<file path="src/rtl/cdb_arbiter_if.sv">
// Common data bus bundle: per-source result requests in, grant and the
// registered broadcast out.
interface cdb_arbiter_if #(
  parameter int N_SRC     = 3,
  parameter int PTAG_W    = 7,
  parameter int ROB_TAG_W = 4,
  parameter int DATA_W    = 32
);
  localparam int SRC_W = (N_SRC > 1) ? $clog2(N_SRC) : 1;

  logic [N_SRC-1:0]           req_valid_i;
  logic [N_SRC-1:0]           req_ready_o;
  logic [N_SRC*PTAG_W-1:0]    req_tag_i;
  logic [N_SRC*DATA_W-1:0]    req_data_i;
  logic [N_SRC*ROB_TAG_W-1:0] req_rob_tag_i;
  logic [N_SRC-1:0]           req_rd_used_i;

  logic                       cdb_valid_o;
  logic [PTAG_W-1:0]          cdb_tag_o;
  logic [DATA_W-1:0]          cdb_data_o;
  logic [ROB_TAG_W-1:0]       cdb_rob_tag_o;
  logic                       cdb_rd_used_o;
  logic [SRC_W-1:0]           cdb_src_o;

  // Execution-unit side: presents results, sees grants and the broadcast.
  modport master (
    output req_valid_i, req_tag_i, req_data_i, req_rob_tag_i, req_rd_used_i,
    input  req_ready_o,
    input  cdb_valid_o, cdb_tag_o, cdb_data_o, cdb_rob_tag_o, cdb_rd_used_o, cdb_src_o
  );

  // Arbiter side.
  modport slave (
    input  req_valid_i, req_tag_i, req_data_i, req_rob_tag_i, req_rd_used_i,
    output req_ready_o,
    output cdb_valid_o, cdb_tag_o, cdb_data_o, cdb_rob_tag_o, cdb_rd_used_o, cdb_src_o
  );
endinterface

</file>
<file path="src/rtl/cdb_arbiter.sv">
// Round-robin arbiter for the single common data bus. One source is granted
// per cycle; its result is broadcast on registered cdb_* outputs next cycle.
module cdb_arbiter #(
  parameter int N_SRC     = 3,
  parameter int PTAG_W    = 7,
  parameter int ROB_TAG_W = 4,
  parameter int DATA_W    = 32,
  parameter int CNT_W     = 32
) (
  input  logic             clk,
  input  logic             rst_n,
  input  logic             flush_i,
  cdb_arbiter_if.slave     bus,
  output logic [CNT_W-1:0] perf_busy_o,
  output logic [CNT_W-1:0] perf_conflict_o
);
  localparam int SRC_W = (N_SRC > 1) ? $clog2(N_SRC) : 1;
  localparam logic [SRC_W-1:0] LAST_SRC = SRC_W'(N_SRC - 1);

  logic [SRC_W-1:0] ptr;
  logic [SRC_W-1:0] gidx;
  logic [SRC_W-1:0] sel;
  logic             found;
  logic             grant;
  logic             conflict;

  // Scan from ptr upward with wrap; the first valid source wins. Reset and
  // flush suppress the grant so nothing is accepted that would be dropped.
  always_comb begin
    found = 1'b0;
    gidx  = '0;
    sel   = '0;
    for (int k = 0; k < N_SRC; k++) begin
      sel = SRC_W'((int'(ptr) + k) % N_SRC);
      if (!found && bus.req_valid_i[sel]) begin
        found = 1'b1;
        gidx  = sel;
      end
    end
    grant    = found && rst_n && !flush_i;
    conflict = ($countones(bus.req_valid_i) >= 2) && !flush_i;
  end

  // One-hot grant back to the winning source.
  always_comb begin
    bus.req_ready_o = '0;
    if (grant) bus.req_ready_o[gidx] = 1'b1;
  end

  // Broadcast register, round-robin pointer and saturating perf counters.
  always_ff @(posedge clk) begin
    if (!rst_n) begin
      ptr               <= '0;
      bus.cdb_valid_o   <= 1'b0;
      bus.cdb_tag_o     <= '0;
      bus.cdb_data_o    <= '0;
      bus.cdb_rob_tag_o <= '0;
      bus.cdb_rd_used_o <= 1'b0;
      bus.cdb_src_o     <= '0;
      perf_busy_o       <= '0;
      perf_conflict_o   <= '0;
    end else begin
      bus.cdb_valid_o <= grant;
      if (grant) begin
        // Payload holds when idle; consumers qualify with cdb_valid_o.
        bus.cdb_tag_o     <= bus.req_tag_i[gidx*PTAG_W +: PTAG_W];
        bus.cdb_data_o    <= bus.req_data_i[gidx*DATA_W +: DATA_W];
        bus.cdb_rob_tag_o <= bus.req_rob_tag_i[gidx*ROB_TAG_W +: ROB_TAG_W];
        bus.cdb_rd_used_o <= bus.req_rd_used_i[gidx];
        bus.cdb_src_o     <= gidx;
        ptr               <= (gidx == LAST_SRC) ? '0 : gidx + SRC_W'(1);
        if (perf_busy_o != '1) perf_busy_o <= perf_busy_o + CNT_W'(1);
      end
      if (conflict && perf_conflict_o != '1)
        perf_conflict_o <= perf_conflict_o + CNT_W'(1);
    end
  end
endmodule

</file>
<file path="src/flat_wrapper.sv">
// flat-port wrapper written by rule: the top's interface ports become plain ports
module cdb_arbiter_flat 
#(
  parameter int N_SRC     = 3,
  parameter int PTAG_W    = 7,
  parameter int ROB_TAG_W = 4,
  parameter int DATA_W    = 32,
  parameter int CNT_W     = 32
)
  (clk, rst_n, flush_i, perf_busy_o, perf_conflict_o, bus_req_valid_i, bus_req_tag_i, bus_req_data_i, bus_req_rob_tag_i, bus_req_rd_used_i, bus_req_ready_o, bus_cdb_valid_o, bus_cdb_tag_o, bus_cdb_data_o, bus_cdb_rob_tag_o, bus_cdb_rd_used_o, bus_cdb_src_o);
  cdb_arbiter_if #(.N_SRC(N_SRC), .PTAG_W(PTAG_W), .ROB_TAG_W(ROB_TAG_W), .DATA_W(DATA_W)) bus_i ();
  input  logic clk;
  input  logic rst_n;
  input  logic flush_i;
  output logic [CNT_W-1:0] perf_busy_o;
  output logic [CNT_W-1:0] perf_conflict_o;
  input wire logic [$bits(bus_i.req_valid_i)-1:0] bus_req_valid_i;
  input wire logic [$bits(bus_i.req_tag_i)-1:0] bus_req_tag_i;
  input wire logic [$bits(bus_i.req_data_i)-1:0] bus_req_data_i;
  input wire logic [$bits(bus_i.req_rob_tag_i)-1:0] bus_req_rob_tag_i;
  input wire logic [$bits(bus_i.req_rd_used_i)-1:0] bus_req_rd_used_i;
  output wire logic [$bits(bus_i.req_ready_o)-1:0] bus_req_ready_o;
  output wire logic [$bits(bus_i.cdb_valid_o)-1:0] bus_cdb_valid_o;
  output wire logic [$bits(bus_i.cdb_tag_o)-1:0] bus_cdb_tag_o;
  output wire logic [$bits(bus_i.cdb_data_o)-1:0] bus_cdb_data_o;
  output wire logic [$bits(bus_i.cdb_rob_tag_o)-1:0] bus_cdb_rob_tag_o;
  output wire logic [$bits(bus_i.cdb_rd_used_o)-1:0] bus_cdb_rd_used_o;
  output wire logic [$bits(bus_i.cdb_src_o)-1:0] bus_cdb_src_o;
  assign bus_i.req_valid_i = bus_req_valid_i;
  assign bus_i.req_tag_i = bus_req_tag_i;
  assign bus_i.req_data_i = bus_req_data_i;
  assign bus_i.req_rob_tag_i = bus_req_rob_tag_i;
  assign bus_i.req_rd_used_i = bus_req_rd_used_i;
  assign bus_req_ready_o = bus_i.req_ready_o;
  assign bus_cdb_valid_o = bus_i.cdb_valid_o;
  assign bus_cdb_tag_o = bus_i.cdb_tag_o;
  assign bus_cdb_data_o = bus_i.cdb_data_o;
  assign bus_cdb_rob_tag_o = bus_i.cdb_rob_tag_o;
  assign bus_cdb_rd_used_o = bus_i.cdb_rd_used_o;
  assign bus_cdb_src_o = bus_i.cdb_src_o;
  cdb_arbiter #(.N_SRC(N_SRC), .PTAG_W(PTAG_W), .ROB_TAG_W(ROB_TAG_W), .DATA_W(DATA_W), .CNT_W(CNT_W)) u_core (.clk(clk), .rst_n(rst_n), .flush_i(flush_i), .bus(bus_i), .perf_busy_o(perf_busy_o), .perf_conflict_o(perf_conflict_o));
endmodule
</file>
<file path="config.mk">
export PLATFORM = sky130hd
export DESIGN_NAME = cdb_arbiter_flat
export DESIGN_NICKNAME = d
export VERILOG_FILES = /design/src/rtl/cdb_arbiter_if.sv /design/src/rtl/cdb_arbiter.sv /design/src/flat_wrapper.sv
export SDC_FILE = /design/constraint.sdc
export NUM_CORES = 1
export LEC_CHECK = 0
export CAP_MARGIN = 10
export CORE_MARGIN = 5
export CORE_UTILIZATION = 35
export CTS_CLUSTER_SIZE = 24
export DETAILED_ROUTE_END_ITERATION = 6
export GPL_ROUTABILITY_DRIVEN = 0
export PLACE_DENSITY_LB_ADDON = 0.08
export SYNTH_ARGS = -nofsm -noshare
export SYNTH_HDL_FRONTEND = slang
export SYNTH_SLANG_ARGS = --single-unit
</file>
<file path="constraint.sdc">
create_clock -name clk -period 3.7 [get_ports clk]
set_input_delay 0.555 -clock clk [delete_from_list [all_inputs] [get_ports clk]]
set_output_delay 0.555 -clock clk [all_outputs]
set_load 0.01 [all_outputs]
</file>
# After elaboration in Yosys (flattened, before gate mapping)
# Cells that the tools add are included.
# op_classes
add_sub_neg,7
mul,1
div,3
n_lt_le_gt_ge,6
n_eq_ne,3
shift,3
mux,18
bitwise_logic,0
n_reduce_logical,11
# ops
cell,n
$shiftx 96x8->32,1
$add 32x1->32 const B,2
$mod 32x3->32 const B,2
$ne 32x32->1 const B,2
$add 32x1->32,1
$ge 32x3->1 const B,1
$mod 3x3->32 const B,1
$shiftx 21x6->7,1
$lt 2x3->1 const B,4
$shiftx 12x5->4,1
$bmux 1 s2,4
$mux 1,8
$mux 2,4
$logic_and 1x1->1,7
$mul 2x3->5 const B,1
$add 2x1->3 const B,1
$add 2x2->3 const B,1
$logic_not 1->1,3
$mux 3,1
$add 1x1->2,1
$add 2x1->2 const B,1
$demux 1 s2,1
$eq 2x2->1 const B,1
$ge 2x1->1 const B,1
$reduce_and 2->1,1
# word_totals
reg_bits,113
latchBits,0
ram_bits,0
romBits,0
output_inout_bits,114
memories,0

# Logic depth before layout (Yosys ltp)
# Gate-level depths: netlist of run 1.
# logic_depth
word_depth,15
mapped_depth,13
depth_no_buf,10

# Worst setup path before layout of run 1
# Ideal clock, no wire load.
# synth_timing
path_type,reg-to-output
start,register u_core.ptr[0]
end,output bus_req_ready_o[0]
arrival_time_ns,2.249
t_required_ns,3.145
path_slack_ns,0.896
path_stages_with_launch,12
cell_sequence,dfxtp_1 -> inv_1 -> ha_1 -> buf_2 -> mux2i_1 -> o22ai_1 -> nor2_1 -> o41ai_4 -> nand2b_1 -> buf_6 -> buf_6 -> nor2_1
# synth_between
elab_chain_len,15
word_cells_on_any_way,29
# synth_lines
element,line_no,rtl
"start, declared",cdb_arbiter.sv:20,logic [SRC_W-1:0] ptr;
"start signal, assigned",cdb_arbiter.sv:71,ptr <= (gidx == LAST_SRC) ? '0 : gidx + SRC_W'(1);
branches (longest 14 deep; another with $mod 32x3->32),-,
$mux 3 (*),cdb_arbiter.sv:47,if (grant) bus.req_ready_o[gidx] = 1'b1;
"end, declared",flat_wrapper.sv:22,output wire logic [$bits(bus_i.req_ready_o)-1:0] bus_req_ready_o;
# Every way passes the cells marked *. The select of a mux whose other input is x is not followed.

# Worst setup path in the final report of run 1
# layout_timing
start,input bus_req_valid_i[0]
end,output bus_req_ready_o[1]
# layout_between
elab_chain_len,14
word_cells_on_any_way,24
# layout_lines
element,line_no,rtl
"start, declared",flat_wrapper.sv:17,input wire logic [$bits(bus_i.req_valid_i)-1:0] bus_req_valid_i;
$bmux 1 s2,cdb_arbiter.sv:35,if (!found && bus.req_valid_i[sel]) begin
$mux 1 (implied by the code),cdb_arbiter.sv:35,
$mux 1,cdb_arbiter.sv:35,
$logic_not 1->1,cdb_arbiter.sv:35,
$logic_and 1x1->1,cdb_arbiter.sv:35,
$mux 1,cdb_arbiter.sv:35,
$logic_not 1->1,cdb_arbiter.sv:35,
$logic_and 1x1->1,cdb_arbiter.sv:35,
$mux 2,cdb_arbiter.sv:35,
$lt 2x3->1 (implied by the code) / $ge 2x1->1 (equally long branches),cdb_arbiter.sv:47,
$logic_and 1x1->1 (implied by the code),cdb_arbiter.sv:47,
$mux 1 (implied by the code),cdb_arbiter.sv:47,
$demux 1 s2,-,
$mux 3 (*),cdb_arbiter.sv:47,
# Every way passes the cells marked *; elsewhere a longest branch is shown, timed or not. The select of a mux whose other input is x is not followed.

==> impl_metrics.py, run 1 <==
metrics = {
    "outcome": {
        "outcome": "complete, no violations",
    },
    "global_routing": {
        "antenna_found_initial": 0,
        "track_usage_pct": 19.3,
        "grt_pass1_wl_mm": 31.1,
        "grt_pass1_vias": 5884,
        "grt_max_degree": 57,
        "grt-ovfl-total": 0,
    },
    "synthesis": {
        "ys_warn_count": 0,
        "synth_edf_count": 0,
        "synthTopCellsByArea": "dfxtp_1 37%, o221ai_2 9.4%, mux2i_1 8.9%",
        "syn_area_sq_um": 6060,
        "yosys.area.top_type": "dfxtp_1",
        "synth_nets": 829,
        "ys_types": 58,
        "synth-seq-area-share_pct": 37.3,
        "ys.flop_type": "dfxtp_1",
        "ys_seq_elements": 113,
        "async_flop_share_pct": 0,
        "yosysTopAreaCellShare_pct": 37.3,
        "syn_inst": 684,
        "avgSynthCellArea_sq_um": 8.86,
    },
    "clock_tree": {
        "insertion_delay_ns": 0.42,
        "h-tree-depth": 4,
        "path_clk_slew_ns": 0.05,
        "clockRootBuffer": "clkbuf_16",
        "cts_sinks": 113,
        "cts_hold_repair.buffers": 0,
        "cts_tree": "built",
        "cts_buffers": 17,
        "cts_buffer_depth": 2,
    },
    "sta": {
        "fin_crit_ns": 3.59,
        "finalSetupTns_ns": 0,
        "whs_ns": 0.458,
        "post-route-period-util_pct": 97.1,
        "hold_violations": 0,
        "rsz0062_at_grt": "false",
        "slew_headroom_pct": 31.2,
        "setup_viol": 0,
        "worstMarginPinSlew_ns": 1.03,
        "slew_viol_final": 0,
        "fmax_mhz": 278,
        "skew_ns": 0.00768,
    },
    "layout": {
        "fin_util_pct": 55.1,
        "antennaDiodeCount": 0,
        "nets": 1074,
        "areaGrowthSynthToFinish_pct": 55.6,
        "final_layout_size_suffix_gt1_share_pct": 10.5,
    },
    "power": {
        "p_leak_nw": 3.56,
        "powerDensity_nw_per_um2": 607,
        "ir_drop_mv": 0.365,
    },
    "route": {
        "vias_per_cell": 5.08,
        "drcViolationCount": 0,
        "vias": 5925,
        "detail-route-antenna-nets": 0,
        "drt-initial-drc-count": 253,
        "routedWlPerCell_um": 17.1,
        "finalWirelength_mm": 20.0,
        "firstDrtPassIters": 4,
    },
    "worst_hold_path": {
        "hold_class": "flop to flop",
    },
    "floorplan": {
        "ioPinCount": 252,
        "die-width_um": 142,
        "die_h_um": 142,
        "start_util_pct": 35.4,
        "core_sq_um": 17100,
        "die_area_sq_um": 20000,
        "core.rowCount": 48,
    },
    "critical_path": {
        "startpoint_type": "primary input",
        "crit_fanout": 5,
        "crit_required_ns": 3.14,
        "crit_arrival_ns": 3.04,
        "crit_path_top_delay_cell": "clkdlybuf4s50_1",
        "path_common_cell": "clkdlybuf4s50_1",
        "crit_type": "primary input to output port",
        "worstSetupEndpointType": "output port",
        "crit_chain": "clkdlybuf4s50_1, mux2i_1, mux2_4, a2111o_1, o41ai_4, buf_4, nand2b_2, nor2_1, clkdlybuf4s50_1",
        "max_stage_delay_ns": 0.58,
    },
    "run": {
        "drv_cap": 0,
    },
    "placement": {
        "dp_hpwl_mm": 15.0,
        "io_buffers": 251,
    },
}
## critical path: cells and delay by family
| family | cells | cell delay, ns |
|---|---|---|
| and+or+nand+nor | 2 | 0.20 |
| AOI/OAI and AO/OA | 2 | 0.52 |
| muxes | 2 | 0.47 |
| buffers and inverters | 3 | 1.28 |
## synthesized netlist by cell type, types with 2 or more instances
| master | n |
|---|---|
| or3_1 | 12 |
| a31oi_1 | 2 |
| xor2_1 | 25 |
| o21ai_0 | 14 |
| ha_1 | 7 |
| o221ai_2 | 38 |
| nand4_1 | 23 |
| clkbuf_1 | 15 |
| or2_2 | 2 |
| inv_1 | 60 |
| and2_1 | 4 |
| nand2b_1 | 6 |
| nor2_1 | 57 |
| buf_6 | 5 |
| o21bai_1 | 4 |
| dfxtp_1 | 113 |
| o211ai_1 | 3 |
| nor4_1 | 6 |
| buf_2 | 7 |
| nand2_1 | 85 |
| xnor2_1 | 12 |
| nor2b_1 | 2 |
| a21oi_1 | 15 |
| o221ai_1 | 6 |
| nor3_1 | 16 |
| buf_4 | 6 |
| or4_1 | 5 |
| nand3_1 | 37 |
| nand2_4 | 2 |
| and3_1 | 7 |
| and4_1 | 6 |
| nand3b_1 | 3 |
| mux2i_1 | 54 |
## per-layer routing
metal  routed length, um  up-vias  track usage [%]
met5                   0        -                0
met2                9790      189             33.6
met4                 433        0             6.67
met1                8330     2776             22.3
met3                1420       35             6.00
li1                    -     2925                -
## power by group
part | total, W | switching (W) | leakage (nW) | internal [W]
Combinational | 0.00229 | 0.00114 | 2.32 | 0.00116
Sequential | 0.00161 | 0.000142 | 0.919 | 0.00147
Clock | 0.00182 | 0.000579 | 0.323 | 0.00124
## registers in the layout, indices dropped and copies added (netlist names)
name	count
u_core.bus.cdb_data_o	32
u_core.perf_busy_o	32
u_core.perf_conflict_o	32
u_core.bus.cdb_tag_o	7
u_core.bus.cdb_rob_tag_o	4
u_core.bus.cdb_src_o	2
u_core.ptr	2
u_core.bus.cdb_rd_used_o	1
u_core.bus.cdb_valid_o	1
## placed cells by master, fill, tap and decap left out, types with 17 or more instances in the layout
cell and n:
clkdlybuf4s50_1 249, nand2_1 85, nand4_1 23, nand3_1 37, inv_1 60, o221ai_2 38, dfxtp_1 112, clkbuf_16 17
mux2i_1 53, xor2_1 25, nor2_1 55
## logic make-up (layout without fill, tap and decap cells)
group                      after synthesis  count (layout)  synth area share [%]
AOI/OAI and AO/OA                       98              98                  16.5
xor gates and xnor gates                37              37                  5.35
adders and majority gates                7               7                  1.45
buffers and inverters                   95             353                  7.29
DFF                                    113             113                  37.3
muxes                                   55              55                  9.10
and+or+nand+nor                        279             279                  23.0
## stage by stage
| stage | instance area (sq um) | std cells | total power [W] | setup slack [ns] |
|---|---|---|---|---|
| final | 9430 | 1167 | 0.00573 | 0.108 |
| after global routing | 9430 | 1167 | 0.00602 | 0.0157 |
| after CTS | 9400 | 1167 | 0.00576 | 0.0115 |
| after detailed placement | 8730 | 1134 | 0.00390 | 0.136 |
| after global placement | 8730 | 1134 | 0.00383 | 0.226 |
| after floorplan | 6060 | 684 | 0.00299 | 0.896 |
## area by class of cell
cell class | count | area (sq um)
clock buffers | 21 | 470
clock inverters | 11 | 183
fillers | 1578 | 7690
inverters | 61 | 234
multi-input cells | 476 | 3410
flip-flops and latches | 113 | 2260
well taps | 225 | 282
repair buffers | 260 | 2580
## final timing paths
check | from | end | slack (ns) | cells past startpoint
hold / removal | u_core.bus.cdb_src_o[0] | u_core.bus.cdb_src_o[0] | 0.46 | 2
setup / recovery | bus_req_valid_i[0] | bus_req_ready_o[1] | 0.11 | 9
hold reg to reg | u_core.bus.cdb_src_o[0] | u_core.bus.cdb_src_o[0] | 0.46 | 2
setup reg to reg | u_core.ptr[0] | u_core.perf_busy_o[31] | 0.66 | 11
## what timing repair did
item                                    CTS  global route
endpoints found under the setup margin    3             3
setup buffers                             1             0
pin swaps                                 1             0
gates resized for setup                   2             8
(Power assumes the default switching activity.)
==> run 2, diff against run 1 <==
GPL_ROUTABILITY_DRIVEN = 1   (was 0)
SKIP_CTS_REPAIR_TIMING = 1   (was default)
==> run 2 against run 1 <==
  * Sequential power barely moved
  * Power rose by 0.12%
  * Clock power barely moved
  * Utilization barely moved
  * Critical path depth did not move
  * Global-route usage barely moved
  * Die area did not move
==> impl_metrics.py, run 2 (same netlist as run 1, synthesis figures left out) <==
metrics = {
    "route": {
        "vias": 5947,
        "vias_per_cell": 5.09,
        "routedWlPerCell_um": 17.1,
        "finalWirelength_mm": 20.0,
        "drcViolationCount": 0,
        "firstDrtPassIters": 4,
        "detail-route-antenna-nets": 0,
        "drt-initial-drc-count": 240,
    },
    "global_routing": {
        "grt-ovfl-total": 0,
        "antenna_found_initial": 0,
        "grt_pass1_vias": 5886,
        "track_usage_pct": 19.3,
        "grt_max_degree": 57,
        "grt_pass1_wl_mm": 31.1,
    },
    "sta": {
        "setup_viol": 0,
        "worstMarginPinSlew_ns": 1.03,
        "whs_ns": 0.458,
        "slew_headroom_pct": 31.0,
        "rsz0062_at_grt": "false",
        "post-route-period-util_pct": 97.6,
        "skew_ns": 0.00768,
        "slew_viol_final": 0,
        "fin_crit_ns": 3.61,
        "fin_ws_ns": 0.0875,
        "fmax_mhz": 277,
        "finalSetupTns_ns": 0,
        "hold_violations": 0,
    },
    "layout": {
        "nets": 1075,
        "layout_commonest_cell": "clkdlybuf4s50_1",
        "reg_top3": "u_core.bus.cdb_data_o x32, u_core.perf_busy_o x32, u_core.perf_conflict_o x32",
        "fin_util_pct": 55.1,
        "areaGrowthSynthToFinish_pct": 55.5,
        "antennaDiodeCount": 0,
        "final_layout_size_suffix_gt1_share_pct": 10.5,
        "most-common-layout-cells": "251 x clkdlybuf4s50_1, 112 x dfxtp_1, 85 x nand2_1",
    },
    "outcome": {
        "outcome": "complete, no violations",
    },
    "clock_tree": {
        "path_clk_slew_ns": 0.05,
        "insertion_delay_ns": 0.42,
        "clockRootBuffer": "clkbuf_16",
        "cts_tree": "built",
        "cts_buffer_depth": 2,
        "cts_buffers": 17,
        "cts_sinks": 113,
        "h-tree-depth": 4,
    },
    "power": {
        "ir_drop_mv": 0.364,
        "powerDensity_nw_per_um2": 608,
        "p_leak_nw": 3.53,
        "finalPower_w": 0.00574,
    },
    "critical_path": {
        "reg2regPathDepth": 11,
        "max_stage_delay_ns": 0.58,
        "crit_required_ns": 3.14,
        "worstSetupEndpointType": "output port",
        "startpoint_type": "primary input",
        "crit_chain": "clkdlybuf4s50_1, mux2i_1, mux2_4, a2111o_1, o41ai_4, buf_4, nand2b_2, nor2_1, clkdlybuf4s50_1",
        "r2r_start": "u_core.ptr[0]",
        "worst-r2r-setup-slack_ns": 0.66,
        "crit_fanout": 5,
        "crit_path_top_delay_cell": "clkdlybuf4s50_1",
        "r2r-end": "u_core.perf_busy_o[31]",
        "crit_arrival_ns": 3.06,
        "path_common_cell": "clkdlybuf4s50_1",
        "crit_type": "primary input to output port",
    },
    "placement": {
        "dp_hpwl_mm": 15.0,
        "pre_cts_ws_ns": 0.136,
        "io_buffers": 251,
        "gp_congestion": 0.876,
    },
    "floorplan": {
        "core_sq_um": 17100,
        "die_h_um": 142,
        "core.rowCount": 48,
        "die-width_um": 142,
        "start_util_pct": 35.4,
        "die_area_sq_um": 20000,
        "ioPinCount": 252,
    },
    "worst_hold_path": {
        "hold_class": "flop to flop",
        "min-delay-start": "u_core.bus.cdb_src_o[0]",
        "min_to": "u_core.bus.cdb_src_o[0]",
        "whs_path_depth": 2,
    },
    "run": {
        "drv_cap": 0,
    },
}
run 2: cell count changes in the layout (fill, tap and decap cells not counted), sizes merged:
cell	delta
clkdlybuf4s50	+2
dlymetal6s2s	-2
buf	+1
run 2: cell type report:
cell class,count,area (sq um)
Sequential cell,113,2260
Inverter,61,234
Tap cell,225,282
Timing Repair Buffer,261,2590
Clock inverter,11,183
Clock buffer,21,470
Multi-Input combinational cell,476,3410
Fill cell,1581,7690
run 2: per-stage QoR:
stage                     area [sq um]  cells
after floorplan                   6060    684
after global placement            8730   1134
after detailed placement          8730   1134
after CTS                         9390   1166
after global routing              9430   1168
final                             9430   1168
run 2: how the worst max path moves through the flow:
stage                  startpoint                 end  slack [ns]  depth (start not counted)
2_1_floorplan       u_core.ptr[0]  bus_req_ready_o[0]        0.90                         11
3_3_place_gp   bus_req_valid_i[1]  bus_req_ready_o[0]        0.23                          8
3_5_place_dp   bus_req_valid_i[2]  bus_req_ready_o[0]        0.14                          8
4_1_cts             u_core.ptr[0]  bus_req_ready_o[0]       -0.11                          9
5_1_grt             u_core.ptr[0]  bus_req_ready_o[0]       0.005                         10
6_report       bus_req_valid_i[0]  bus_req_ready_o[0]        0.09                          9
run 2: critical path: cells and delay by family:
family          cells  cell delay [ns]
compound gates      2             0.52
buf+inv             3             1.29
mux                 2             0.48
simple gates        2             0.20
run 2: metal layers:
metal	up-vias	part of all wire [%]	global-route usage (%)
met5	-	0	0
met4	0	2.2	6.67
met3	37	7.4	6.00
met2	212	49	33.6
met1	2773	42	22.3
li1	2925	-	-
run 2: power by group:
part	switching, W	internal [W]	total, W
Sequential	0.000143	0.00147	0.00161
Clock	0.000578	0.00124	0.00182
Combinational	0.00114	0.00116	0.00230
Total	0.00186	0.00388	0.00574
==> run 3, diff against run 2 <==
TNS_END_PERCENT = 100   (was default)
==> results of run 3 <==
Final layout, timing and power as in run 2 (identical DEF).
